## config.mk

```make
export PLATFORM = sky130hd
export DESIGN_NAME = gru_input_packer
export DESIGN_NICKNAME = d
export VERILOG_FILES = /design/src/rtl/gru_pkg.sv /design/src/rtl/gru_vec_bank.sv /design/src/rtl/gru_input_packer.sv
export SDC_FILE = /design/constraint.sdc
export NUM_CORES = 2
export LEC_CHECK = 0
export ABC_AREA = 1
export ABC_CLOCK_PERIOD_IN_PS = 1800
export CAP_MARGIN = 20
export CELL_PAD_IN_SITES_DETAIL_PLACEMENT = 2
export CELL_PAD_IN_SITES_GLOBAL_PLACEMENT = 2
export CORE_MARGIN = 5
export CORE_UTILIZATION = 28
export CTS_CLUSTER_DIAMETER = 30
export DETAILED_ROUTE_END_ITERATION = 12
export PLACE_DENSITY_LB_ADDON = 0.3
export SLEW_MARGIN = 40
export SYNTH_ARGS = -nofsm -noshare
export SYNTH_HDL_FRONTEND = slang
export SYNTH_SLANG_ARGS = --single-unit
export TNS_END_PERCENT = 5
```

## constraint.sdc

```tcl
create_clock -name clk -period 1.8 [get_ports clk]
set_input_delay 0.36 -clock clk [delete_from_list [all_inputs] [get_ports clk]]
set_output_delay 0.36 -clock clk [all_outputs]
set_load 0.01 [all_outputs]
```

## src/rtl/gru_pkg.sv

```systemverilog
// Shared GRU datapath constants and the bank state type used by the input packer.
package gru_pkg;

   localparam int unsigned FIXED_W    = 32;
   localparam int unsigned VAD_NB     = 24;
   localparam int unsigned NOISE_NB   = 90;
   localparam int unsigned DENOISE_NB = 114;

   typedef enum logic [1:0] {
      BANK_EMPTY   = 2'd0,
      BANK_FILLING = 2'd1,
      BANK_FULL    = 2'd2
   } bank_state_e;

endpackage

```

## src/rtl/gru_vec_bank.sv

```systemverilog
// One vector bank: NB_INPUTS packed elements plus its fill state register.
module gru_vec_bank
   import gru_pkg::*;
#(
   parameter int unsigned FIXED     = FIXED_W,
   parameter int unsigned NB_INPUTS = VAD_NB,
   parameter int unsigned CNT_W     = $clog2(NB_INPUTS)
) (
   input  logic                       clk,
   input  logic                       rst_n,
   input  logic                       wr_en,
   input  logic [CNT_W-1:0]           wr_idx,
   input  logic [FIXED-1:0]           wr_data,
   input  bank_state_e                state_d,
   output bank_state_e                state,
   output logic [NB_INPUTS*FIXED-1:0] data
);

   always_ff @(posedge clk) begin
      if (!rst_n) begin
         state <= BANK_EMPTY;
         data  <= '0;
      end else begin
         state <= state_d;
         for (int unsigned i = 0; i < NB_INPUTS; i++) begin
            if (wr_en && (wr_idx == CNT_W'(i)))
               data[i*FIXED +: FIXED] <= wr_data;
         end
      end
   end

endmodule

```

## src/rtl/gru_input_packer.sv

```systemverilog
// Double-buffered serial-to-parallel packer feeding a GRU input vector port.
// Bank A is select value 0, bank B is select value 1.
module gru_input_packer
   import gru_pkg::*;
#(
   parameter int unsigned FIXED     = FIXED_W,
   parameter int unsigned NB_INPUTS = VAD_NB,
   parameter int unsigned CNT_W     = $clog2(NB_INPUTS)
) (
   input  logic                       clk,
   input  logic                       rst_n,
   input  logic [FIXED-1:0]           in_data,
   input  logic                       in_valid,
   input  logic                       in_last,
   output logic                       in_ready,
   output logic [NB_INPUTS*FIXED-1:0] vec_out,
   output logic                       vec_valid,
   input  logic                       vec_ready,
   output logic                       frame_err
);

   logic [CNT_W-1:0]           idx;
   logic                       wr_sel;
   logic                       rd_sel;
   bank_state_e                st_a, st_b, st_a_d, st_b_d;
   bank_state_e                wr_st, rd_st, fill_st;
   logic [NB_INPUTS*FIXED-1:0] data_a, data_b;
   logic                       beat_acc, vec_acc, idx_last, err_d;

   assign wr_st     = wr_sel ? st_b : st_a;
   assign rd_st     = rd_sel ? st_b : st_a;
   assign in_ready  = rst_n && (wr_st != BANK_FULL);
   assign vec_valid = (rd_st == BANK_FULL);
   assign vec_out   = rd_sel ? data_b : data_a;
   assign beat_acc  = in_valid && in_ready;
   assign vec_acc   = vec_valid && vec_ready;
   assign idx_last  = (idx == CNT_W'(NB_INPUTS - 1));
   assign err_d     = beat_acc && (idx_last ? !in_last : in_last);

   // Bank next-state; a bank cannot be both filling target and accepted vector in one cycle.
   always_comb begin
      st_a_d  = st_a;
      st_b_d  = st_b;
      fill_st = BANK_FILLING;
      if (idx_last)
         fill_st = BANK_FULL;
      else if (in_last)
         fill_st = BANK_EMPTY;
      if (vec_acc) begin
         if (rd_sel) st_b_d = BANK_EMPTY;
         else        st_a_d = BANK_EMPTY;
      end
      if (beat_acc) begin
         if (wr_sel) st_b_d = fill_st;
         else        st_a_d = fill_st;
      end
   end

   always_ff @(posedge clk) begin
      if (!rst_n) begin
         idx       <= '0;
         wr_sel    <= 1'b0;
         rd_sel    <= 1'b0;
         frame_err <= 1'b0;
      end else begin
         frame_err <= err_d;
         if (beat_acc)
            idx <= (idx_last || in_last) ? '0 : idx + CNT_W'(1);
         if (beat_acc && idx_last)
            wr_sel <= ~wr_sel;
         if (vec_acc)
            rd_sel <= ~rd_sel;
      end
   end

   gru_vec_bank #(.FIXED(FIXED), .NB_INPUTS(NB_INPUTS), .CNT_W(CNT_W)) u_bank_a (
      .clk     (clk),
      .rst_n   (rst_n),
      .wr_en   (beat_acc && !wr_sel),
      .wr_idx  (idx),
      .wr_data (in_data),
      .state_d (st_a_d),
      .state   (st_a),
      .data    (data_a)
   );

   gru_vec_bank #(.FIXED(FIXED), .NB_INPUTS(NB_INPUTS), .CNT_W(CNT_W)) u_bank_b (
      .clk     (clk),
      .rst_n   (rst_n),
      .wr_en   (beat_acc && wr_sel),
      .wr_idx  (idx),
      .wr_data (in_data),
      .state_d (st_b_d),
      .state   (st_b),
      .data    (data_b)
   );

endmodule

```

==> run metrics <==
synthesized area per cell about 6.6 sq um; total CTS buffers between 400 and 500; largest net degree at the start of global routing 146; CP required approximately 1.4 ns; die width 511 um; CP Data Arrival Time 2.97 ns; nets between 10000 and 15000; WS Path Type reg2out; Synth Area in Compound Gates 0.162; Post-Syn Area between 70000 and 80000 sq um; Die ar. 262000 sq um; worst hold path class in2reg; failing checks setup timing; CP Buf/Inv Count 4; Top delay family on crit path buffers and inverters; most frequent cell on the critical path buf_12; first-pass GRT wire length 629000 um; initial antenna violation count slightly above 40; Clock transition at path regs roughly 0.04 ns; dpl cells 14617; Root Buffer clkbuf_16; met2 wire length 200000 um; Slew HR 0.479; clock tree from TritonCTS yes; Met3 Wirelength ~32000 um; post-synthesis adder-cell area fraction 0.00107; vias in the first global route 90583; DRC 0; max-cap violations 0; DR pass1 iterations 5; grt ovf 0; share of cells above drive strength 1 0.152; per-cell routed wire length around 28 um; Fill cells 27940; Synth Net Count ~11000; Synth cell types 22; Tcrit/Tclk final 1.85; Ys Warns 0; Tmin final about 3.3 ns; mux contribution to synthesized area 0; setup TNS -1217.97 ns; max-slew violation count 0; Largest stage delay, worst path about 0.66 ns; All-Layer GR Usage 0.318; DR top layer met5; Slew @ Worst Pin around 0.78 ns; depth of the CTS H-tree 5; DR iter-0 viols between 6000 and 7000; Crit Path Max Fanout 10; slowest CP cell clkdlybuf4s50_1; Multi-input gate area ~30000 sq um; cell area power density ~1200 nW/um^2; Leak roughly 45 nW; cells after synthesis 10606; CP Cell Sequence buf_12, buf_12, buf_8, o21ai_0, clkdlybuf4s50_1; commonest non-fill, non-tap cell in the layout nand2_1; final setup vio count around 2300; FMAX 301 MHz; Via-to-Cell Ratio roughly 5.3; antenna viol nets, final 0; CP startpoint kind register; kind of end point of the critical path output port; M1 WL ~180000 um; VDD IR max ~0.9 mV; Fin Clk Skew 0.110 ns; die height between 500 and 600 um; final WL between 400000 and 500000 um; storage element area ~31000 sq um; hpwl dp ~260000 um; Synth Register Bits ~1500; # IOs about 810; fin cells approximately 15000; sequential cell area fraction in the yosys report 0.440; cell row count between 150 and 200; via count ~83000; PortBufs 807; Initial Utilization 0.281; worst skew pair latency ~1.0 ns; most frequent cells in the layout nand2_1, inv_1, dfxtp_1; final worst slack -1.53 ns; hold slack between 0.1 and 0.15 ns; Sink Count about 1500; simple-gate share of the synthesized area 0.246; Final Hold Violating Endpoints 0; status finished, violations left; RSZ-0062 raised after global routing yes; deepest clock path buffer count 4; Area Growth Syn to Fin 49.0%; Synth Area in XOR/XNOR 0; Final GP Congestion around 0.85; largest family of logic cells by synthesized area simple AND/OR/NAND/NOR gates; core outline area approximately 250000 sq um
[path summary, 6_finish.rpt]
check	from	end	slack, ns	cells after the start
hold / removal	rst_n	frame_err	0.11	6
setup / recovery	rd_sel	vec_out[67]	-1.53	5
setup reg to reg	idx[0]	u_bank_a.data[438]	-0.50	10
hold reg to reg	u_bank_a.data[165]	u_bank_a.data[165]	0.45	2
[synthesized netlist by cell type]
cell type	number	share of area
nand2_1	2396	0.13
inv_1	1775	0.095
dfxtp_1	1548	0.44
o21ai_0	1433	0.10
nand4_1	794	0.071
nor2_1	783	0.042
a21oi_1	776	0.055
clkbuf_1	639	0.034
buf_2	227	0.016
o21ai_1	76	0.0054
buf_1	72	0.0038
inv_2	23	0.0012
nor2_2	20	0.0018
nor2_4	19	0.0030
nand3_1	9	0.00064
ha_1	6	0.0011
nand2_2	4	0.00036
clkbuf_2	2	0.00014
buf_4	1	0.00011
clkinv_1	1	0.000053
nand2_4	1	0.00016
nand4_2	1	0.00018
[routing by layer]
metal,vias up,track usage
met1,42273,0.388
met4,12,0.179
li1,35888,-
met5,-,0
met2,3418,0.514
met3,1115,0.0732
[layout make-up]
class | count | area share
Sequential cell | 1548 | 0.295
Multi-Input combinational cell | 6318 | 0.279
Timing Repair Buffer | 1638 | 0.170
Clock buffer | 610 | 0.123
Inverter | 1799 | 0.0649
Tap cell | 3348 | 0.0399
Clock inverter | 203 | 0.0274
Antenna cell | 14 | 0.000334
[timing repair]
action,4_1_cts,5_1_grt
gates cloned,12,2
hold endpoints to repair,71,0
pin swaps,7,2
gates resized for setup,396,153
endpoints found under the setup margin,2265,2316
setup buffers,17,2
hold buffers,2,0
[logic make-up (layout without fill, tap and decap cells)]
logic type / after synthesis / in the layout
AND/OR/NAND/NOR: 4027 / 4027
buffers and inverters: 2740 / 4250
AO/OA/AOI/OAI: 2285 / 2285
flip-flops: 1548 / 1548
adder cells (fa/ha/maj): 6 / 6
other: 0 / 14
[worst register-to-register path, delay by kind of cell (launching register included)]
| kind | cells | cell delay (ns) |
|---|---|---|
| buffers and inverters | 4 | 0.57 |
| adders and majority gates | 1 | 0.17 |
| and+or+nand+nor | 3 | 0.75 |
| AOI/OAI and AO/OA | 2 | 0.41 |
| DFF | 1 | 0.39 |
[state kept, by name, summed over array words and instances (netlist names)]
register,count
u_bank_a.data,768
idx,5
wr_sel,1
u_bank_b.state,2
rd_sel,1
u_bank_a.state,2
frame_err,1
u_bank_b.data,768
[report_power, final]
group | internal (mW) | switching, mW
Sequential | 34.5 | 0.0593
Clock | 59.0 | 24.8
Combinational | 1.58 | 4.01
[stage by stage]
step / power, mW / util / setup WS [ns] / area [sq um]
floorplan: 37.1 / - / -0.0687 / 70400
global placement: 40.4 / 0.352 / -0.643 / 88200
detailed placement: 40.5 / 0.352 / -0.690 / 88200
CTS: 124 / 0.418 / -1.53 / 105000
global route: 127 / 0.418 / -1.61 / 105000
finish: 124 / 0.418 / -1.53 / 105000
Note: power is estimated with default switching activity, not from simulation.
